--- config.mk ---
export PLATFORM = sky130hd
export DESIGN_NAME = demux1x2_fifo
export DESIGN_NICKNAME = d
export VERILOG_FILES = /design/src/rtl/demux1x2_fifo.sv
export SDC_FILE = /design/constraint.sdc
export NUM_CORES = 1
export LEC_CHECK = 0
export CAP_MARGIN = 5
export CORE_ASPECT_RATIO = 0.9
export CORE_MARGIN = 2
export CORE_UTILIZATION = 50
export DETAILED_ROUTE_END_ITERATION = 8
export GPL_ROUTABILITY_DRIVEN = 0
export PLACE_DENSITY_LB_ADDON = 0.05
export REMOVE_ABC_BUFFERS = 1
export SLEW_MARGIN = 0
export SYNTH_ARGS = -nofsm -noshare
export SYNTH_HDL_FRONTEND = slang
export SYNTH_SLANG_ARGS = --single-unit
--- constraint.sdc ---
create_clock -name clk -period 2.59 [get_ports clk]
set_clock_uncertainty 0.05 [all_clocks]
set_input_delay 0.777 -clock clk [delete_from_list [all_inputs] [get_ports clk]]
set_output_delay 0.777 -clock clk [all_outputs]
set_load 0.005 [all_outputs]
--- src/rtl/demux1x2_fifo.sv ---
// demux1x2_fifo: steers a valid-qualified word stream into one of two
// lane FIFOs, chosen by selector. Each lane drains through its own registered
// pop/valid output port.

// One lane: a DEPTH-entry circular FIFO with a registered read port and a
// sticky overflow flag.
module demux_lane_fifo #(
   parameter int WIDTH = 2,
   parameter int DEPTH = 4,
   parameter int AW    = 2
) (
   input  logic             clk,
   input  logic             reset_L,
   input  logic             push,
   input  logic             pop,
   input  logic [WIDTH-1:0] data_in,
   output logic [WIDTH-1:0] data_out,
   output logic             valid_out,
   output logic             full,
   output logic             empty,
   output logic             overflow
);
   localparam logic [AW:0] FULL_CNT = (AW+1)'(DEPTH);

   logic [WIDTH-1:0] mem [DEPTH];
   logic [AW-1:0]    rd_ptr, wr_ptr;
   logic [AW:0]      count;
   logic             do_pop, do_push;

   // A pop needs a stored word. A push is accepted unless the lane is full,
   // and a same-cycle pop on a full lane frees the slot it needs.
   assign do_pop  = pop && (count != '0);
   assign do_push = push && ((count != FULL_CNT) || do_pop);

   assign full  = (count == FULL_CNT);
   assign empty = (count == '0);

   // Storage needs no reset; stale entries are never read because count gates every pop.
   always_ff @(posedge clk) begin
      if (reset_L && do_push) mem[wr_ptr] <= data_in;
   end

   // Pointers, occupancy, registered read port and sticky overflow.
   always_ff @(posedge clk) begin
      if (!reset_L) begin
         rd_ptr    <= '0;
         wr_ptr    <= '0;
         count     <= '0;
         data_out  <= '0;
         valid_out <= 1'b0;
         overflow  <= 1'b0;
      end else begin
         valid_out <= do_pop;
         if (do_pop) begin
            data_out <= mem[rd_ptr];
            rd_ptr   <= rd_ptr + AW'(1);
         end
         if (do_push) wr_ptr <= wr_ptr + AW'(1);
         case ({do_push, do_pop})
            2'b10:   count <= count + (AW+1)'(1);
            2'b01:   count <= count - (AW+1)'(1);
            default: count <= count;
         endcase
         if (push && !do_push) overflow <= 1'b1;
      end
   end
endmodule

module demux1x2_fifo #(
   parameter int WIDTH = 2,
   parameter int DEPTH = 4,
   parameter int AW    = 2
) (
   input  logic             clk,
   input  logic             reset_L,
   input  logic             selector,
   input  logic             valid_in,
   input  logic [WIDTH-1:0] data_in,
   input  logic             pop_0,
   input  logic             pop_1,
   output logic [WIDTH-1:0] data_out0,
   output logic [WIDTH-1:0] data_out1,
   output logic             valid_out0,
   output logic             valid_out1,
   output logic             full_0,
   output logic             full_1,
   output logic             empty_0,
   output logic             empty_1,
   output logic             overflow_0,
   output logic             overflow_1
);
   localparam int NUM_LANES = 2;

   logic [NUM_LANES-1:0]            push, pop, valid_v, full_v, empty_v, ovf_v;
   logic [NUM_LANES-1:0][WIDTH-1:0] dout_v;

   // Only the selected lane sees the push; valid_in low gates out the selector.
   assign push = {valid_in & selector, valid_in & ~selector};
   assign pop  = {pop_1, pop_0};

   for (genvar l = 0; l < NUM_LANES; l++) begin : g_lane
      demux_lane_fifo #(.WIDTH(WIDTH), .DEPTH(DEPTH), .AW(AW)) u_lane (
         .clk       (clk),
         .reset_L   (reset_L),
         .push      (push[l]),
         .pop       (pop[l]),
         .data_in   (data_in),
         .data_out  (dout_v[l]),
         .valid_out (valid_v[l]),
         .full      (full_v[l]),
         .empty     (empty_v[l]),
         .overflow  (ovf_v[l])
      );
   end

   assign data_out0  = dout_v[0];
   assign data_out1  = dout_v[1];
   assign valid_out0 = valid_v[0];
   assign valid_out1 = valid_v[1];
   assign full_0     = full_v[0];
   assign full_1     = full_v[1];
   assign empty_0    = empty_v[0];
   assign empty_1    = empty_v[1];
   assign overflow_0 = ovf_v[0];
   assign overflow_1 = ovf_v[1];
endmodule

==> run metrics, run 1 <==
status=finished clean; Clock transition at path regs=0.08 ns; Setup crit start kind=input port; power per cell area=798 mW/mm^2; Final ANT Viol Nets=0; clock buffer count from CTS=5; relative slew slack=0.721; DR iter-0 viols=136; Top Metal Used=met4; vias per cell=5.33; DRT Pass-1 Iters=4; RSZ-0062 raised after global routing=no; WP buf/inv=1; largest area contributor in the netlist=edfxtp_1; slowest cell delay on critical path=0.48 ns; # H-tree levels=2; Final setup viols=0; Max Slew Vio Count=0; total track usage=0.176; Final min period=2.54 ns; WL final=3180 microns; Synth area leaders=edfxtp_1, dfxtp_1, ha_1; kind of critical path=input port to register; global route overflow=0; hpwl dp=2300 microns; diode count=0; Fin Setup TNS=0 ns; final non-filler cell total=240; Root Driver=clkbuf_8; HP Class=register to register; met1 WL=1530 microns; share of the synthesized area in the top cell type=0.263; crit-path max FO=2; area grow syn2layout=25.9%; CTS tree=yes; Placed Area=0.00213 sq mm; hold slack=0.414 ns; Max Clk Rate=0.393 GHz; register area share after synthesis=0.503; chip height=61.4 microns; via count=1279; die area=0.00416 sq mm; share of layout cells above drive strength 1=0.173; CP required=2.72 ns; family with the most delay on the worst path=simple AND/OR/NAND/NOR gates; Synth Register Bits=38; largest net degree at the start of global routing=23; # hold bufs at CTS=0; Hold Fails Final Rpt=0; Clock Latency Late Sink=0.28 ns; Starting Density=0.534; initial antenna violation count=0; Mapped Area=0.00183 sq mm; Leak Pwr=0.931 nW; total core area=0.00343 sq mm; DRC=0; Max IR drop VDD=479 uV; routed len/inst=13.2 microns; Port Buf Inserts=19; Yosys warning count=0; WL met2=1490 microns; max_cap viols=0; final net count=213; Crit. End Element=register; critical-path cell list=clkdlybuf4s50_1, o31a_1, nand2_1, fa_2, or3_1, and3_1, o31a_1; CP dominant cell by count=o31a_1; Placed Cells=230; Yosys cell types=35; first-pass GRT wire length=5280 microns; vias in the first global route=1181; met3 WL post-DR=130 microns; Die W=67.8 microns; row count=20; Final Core Density=0.672; Worst EP arrival=2.67 ns; Least-Margin Pin Slew=0.418 ns; CTS max path bufs=2; final worst path period share=0.982; Clock Sinks=38; Syn Area/Cell=11.3 sq um; CP max-delay cell=clkdlybuf4s50_1; cells after synthesis=162; post-route cell area=0.00230 sq mm; I/O pin count=20
## repair_timing
| item | 4_1_cts | 5_1_grt |
|---|---|---|
| resized for setup | 2 | 4 |
| setup endpoints to repair | 1 | 2 |
| pin swaps | 1 | 2 |
| setup buffers | 1 | 1 |
## state kept, by name, indices dropped and copies added, names as in the netlist
signal,count
g_lane.u_lane.wr_ptr,4
g_lane.u_lane.rd_ptr,4
g_lane.u_lane.data_out,4
g_lane.u_lane.mem,16
g_lane.u_lane.valid_out,2
g_lane.u_lane.count,6
g_lane.u_lane.overflow,2
## final timing paths
kind	startpoint	to	slack (ns)	depth (start not counted)
min	g_lane[1].u_lane.data_out[1]$_SDFFE_PN0P_	g_lane[1].u_lane.data_out[1]$_SDFFE_PN0P_	0.41	2
min reg2reg	g_lane[1].u_lane.data_out[1]$_SDFFE_PN0P_	g_lane[1].u_lane.data_out[1]$_SDFFE_PN0P_	0.41	2
max reg2reg	g_lane[0].u_lane.count[2]$_SDFFE_PN0P_	g_lane[0].u_lane.count[2]$_SDFFE_PN0P_	0.46	6
max	pop_1	g_lane[1].u_lane.count[2]$_SDFFE_PN0P_	0.05	7
## area by class of cell
class | instances | area [sq um]
Multi-Input combinational cell | 107 | 851
Fill cell | 260 | 1120
Timing Repair Buffer | 32 | 293
Inverter | 11 | 41.3
Clock buffer | 6 | 82.6
Sequential cell | 38 | 921
Tap cell | 44 | 55.1
Clock inverter | 2 | 60.1
## per-stage QoR
stage,setup slack (ns),power (mW)
3_5_place_dp,-0.315,1.22
5_1_grt,0.0126,1.94
2_1_floorplan,0.135,1.02
3_3_place_gp,-0.250,1.19
6_report,0.0470,1.84
4_1_cts,0.0202,1.84
## worst reg2reg max path: stages, from the launching register on
cell	delay (ns)
dfxtp_1	0.46
o31a_1	0.21
nand2_1	0.08
fa_2	0.36
or3_4	0.39
and3_4	0.19
o31a_1	0.28
## kinds of logic after synthesis
kind of cell / count (synthesis) / synth area share
and+or+nand+nor: 60 / 0.187
DFF: 38 / 0.503
AOI/OAI and AO/OA: 19 / 0.0732
buffers and inverters: 17 / 0.0397
muxes: 10 / 0.0821
adders and majority gates: 10 / 0.0766
xor gates and xnor gates: 8 / 0.0383
## routing by layer
metal | global-route usage | vias to the layer above
met3 | 0.0439 | 4
met5 | 0 | -
li1 | - | 633
met4 | 0.0787 | 0
met1 | 0.232 | 609
met2 | 0.276 | 33
## power breakdown
group / total [mW] / switching (mW) / internal, mW
Sequential: 0.761 / 0.0756 / 0.685
Combinational: 0.457 / 0.197 / 0.260
Clock: 0.621 / 0.210 / 0.411
## Yosys cell counts
| library cell | n |
|---|---|
| dfxtp_1 | 22 |
| edfxtp_1 | 16 |
| nand2_1 | 16 |
| and3_1 | 12 |
| inv_1 | 11 |
| and2_1 | 10 |
| ha_1 | 8 |
| mux2i_1 | 6 |
| a21boi_0 | 4 |
| a21oi_1 | 4 |
| clkbuf_1 | 4 |
| mux4_2 | 4 |
| o31a_1 | 4 |
| xnor2_1 | 4 |
| xor2_1 | 4 |
| nor2_1 | 3 |
| a31o_2 | 2 |
| fa_1 | 2 |
| nand2b_1 | 2 |
| nand3_1 | 2 |
| nand4b_1 | 2 |
| nor2b_1 | 2 |
| nor3_1 | 2 |
| nor4_1 | 2 |
| o21a_1 | 2 |
| o21ai_0 | 2 |
| or3_1 | 2 |
| a31oi_1 | 1 |
| and2b_2 | 1 |
| buf_2 | 1 |
| buf_6 | 1 |
| nand2_2 | 1 |
| nand2b_4 | 1 |
| nor3b_1 | 1 |
| nor4b_1 | 1 |
## cell usage in the layout (no fill, tap or decap), types with 2 or more instances in the layout
cell / instances
a21boi_0: 4
a21oi_1: 4
a31o_2: 2
and2_1: 10
and3_1: 11
buf_4: 13
bufinv_16: 2
clkbuf_8: 6
clkdlybuf4s50_1: 17
dfxtp_1: 22
dlymetal6s2s_1: 2
edfxtp_1: 16
fa_2: 2
ha_1: 8
inv_1: 11
mux2i_1: 6
mux4_2: 4
nand2_1: 16
nand2b_1: 2
nand3_1: 2
nand4b_1: 2
nor2_1: 3
nor2b_1: 2
nor3_1: 2
nor4_1: 2
o21a_1: 2
o21ai_0: 2
o31a_1: 4
xnor2_1: 4
xor2_1: 4
Note: power is estimated with default switching activity, not from simulation.
==> run 2, diff against run 1 <==
--- a/config.mk
+++ b/config.mk
@@ -8,7 +8,7 @@
 export CAP_MARGIN = 5
 export CORE_ASPECT_RATIO = 0.9
 export CORE_MARGIN = 2
-export CORE_UTILIZATION = 50
+export CORE_UTILIZATION = 55
 export DETAILED_ROUTE_END_ITERATION = 8
 export GPL_ROUTABILITY_DRIVEN = 0
 export PLACE_DENSITY_LB_ADDON = 0.05
@@ -17,3 +17,4 @@
 export SYNTH_ARGS = -nofsm -noshare
 export SYNTH_HDL_FRONTEND = slang
 export SYNTH_SLANG_ARGS = --single-unit
+export TNS_END_PERCENT = 1
==> constraint.sdc (replaced) <==
create_clock -name clk -period 2.77 [get_ports clk]
set_clock_uncertainty 0.05 [all_clocks]
set_input_delay 0.831 -clock clk [delete_from_list [all_inputs] [get_ports clk]]
set_output_delay 0.831 -clock clk [all_outputs]
set_load 0.005 [all_outputs]
==> run metrics, run 2 (synthesis gave the netlist of run 1 again) <==
Post-CTS Setup Inserts=0 (-1); Seq. cell area=921 sq um (unchanged); slowest cell delay on critical path=0.48 ns (about the same); DR iter-0 viols=113 (-17%); CTS tree=yes; status=finished clean; Starting Density=0.587 (+0.0538); kind of critical path=input port to register; CP dominant cell by count=o31a_1; largest net degree at the start of global routing=15 (-35%); power per cell area=672 mW/mm^2 (-16%); global route overflow=0 (unchanged); routed len/inst=13.8 microns (+4.2%); critical-path cell list=clkdlybuf4s50_1, o31a_1, nand2_1, fa_1, or3_1, and3_1, o31a_1; diode count=0 (unchanged); initial antenna violation count=0 (unchanged); WL final=3250 microns (+2.5%); post-route cell area=0.00220 sq mm (-4.3%); CP required=2.90 ns (+0.18 ns); Root Driver=clkbuf_8; CTS max path bufs=2 (unchanged); Placed Cells=228 (-0.87%); RSZ-0062 raised after global routing=no; Leak Pwr=0.873 nW (-6.2%); # H-tree levels=2 (unchanged); DRT Pass-1 Iters=4 (unchanged); Final min period=2.65 ns; final net count=211 (-0.94%); Final Worst Setup Slack=0.117 ns (+0.0701 ns); Most flops, register=g_lane.u_lane.mem; Max Clk Rate=0.377 GHz; Clock Latency Late Sink=0.29 ns (about the same); Placed Area=0.00212 sq mm (-0.12%); final worst path period share=0.958; WP buf/inv=1 (unchanged); Final Core Density=0.708 (+0.0360); HP Class=register to register; chip height=58.7 microns (-4.3%); total track usage=0.196 (+0.0202); Crit. End Element=register; Setup crit start kind=input port; Die W=64.8 microns (-4.4%); # hold bufs at CTS=0 (unchanged); Worst EP arrival=2.78 ns (+0.11 ns); commonest non-fill, non-tap cell in the layout=dfxtp_1; Clock transition at path regs=0.07 ns (about the same); hold slack=0.417 ns (+0.00309 ns); Final setup viols=0 (unchanged); crit-path max FO=2 (unchanged); first-pass GRT wire length=5600 microns (+6.0%); most frequent cells in the layout=dfxtp_1, clkdlybuf4s50_1, nand2_1, edfxtp_1, and3_1; Least-Margin Pin Slew=0.396 ns (-0.0218 ns); Largest regs=g_lane.u_lane.mem (16), g_lane.u_lane.count (6); max_cap viols=0 (unchanged); worst slack, placed=-0.185 ns (+0.130 ns); family with the most delay on the worst path=simple AND/OR/NAND/NOR gates; Fillers=245 (-5.8%); Power, Total=1.48 mW (-19%); Clock Sinks=38 (unchanged); share of layout cells above drive strength 1=0.134 (-0.0394); via count=1263 (-1.3%); CP max-delay cell=clkdlybuf4s50_1; Hold Fails Final Rpt=0 (unchanged); Fin Setup TNS=0 ns (unchanged); DRC=0 (unchanged); Max IR drop VDD=410 uV (-14%); Port Buf Inserts=19 (unchanged); area grow syn2layout=20.5%; die area=0.00380 sq mm (-8.5%); vias in the first global route=1284 (+8.7%); total core area=0.00311 sq mm (-9.2%); I/O pin count=20 (unchanged); cts repair resizes=0 (-2); Max Slew Vio Count=0 (unchanged); clock buffer count from CTS=5 (unchanged); final non-filler cell total=236 (-1.7%); max reg flops=16 (unchanged); Final ANT Viol Nets=0 (unchanged); relative slew slack=0.735 (+0.0146); multi-input logic area=836 sq um (-1.8%); hpwl dp=2490 microns (+8.4%); row count=19 (-5.0%); vias per cell=5.35 (+0.42%)
[run 2: area by class of cell]
| cell class | count | share of cell area |
|---|---|---|
| Clock buffer | 6 | 0.0329 |
| Clock inverter | 2 | 0.00397 |
| Inverter | 11 | 0.0187 |
| Multi-Input combinational cell | 107 | 0.379 |
| Sequential cell | 38 | 0.418 |
| Tap cell | 42 | 0.0238 |
| Timing Repair Buffer | 30 | 0.124 |
[run 2: worst paths after layout]
path / slack [ns] / start / to / depth (start not counted)
worst max-delay path: 0.12 / pop_0 / g_lane[0].u_lane.count[2]$_SDFFE_PN0P_ / 7
worst max register to register: 0.63 / g_lane[0].u_lane.count[0]$_SDFFE_PN0P_ / g_lane[0].u_lane.count[2]$_SDFFE_PN0P_ / 6
worst min-delay path: 0.42 / g_lane[0].u_lane.overflow$_SDFFE_PN0P_ / g_lane[0].u_lane.overflow$_SDFFE_PN0P_ / 1
worst min register to register: 0.42 / g_lane[0].u_lane.overflow$_SDFFE_PN0P_ / g_lane[0].u_lane.overflow$_SDFFE_PN0P_ / 1
[run 2: routing by layer]
metal  wire, microns  track usage
met5               0            0
met3             156       0.0535
met1            1460        0.244
met2            1600        0.333
met4              39       0.0669
[run 2: power by group]
part	internal, mW	switching (mW)
clock	0.173	0.182
combinational	0.234	0.179
sequential	0.641	0.0730
[run 2: worst register-to-register path: stages (launching register included)]
cell and delay, ns:
dfxtp_1 0.48, o31a_1 0.19, nand2_1 0.07, fa_1 0.38, or3_1 0.37, and3_1 0.19
o31a_1 0.30
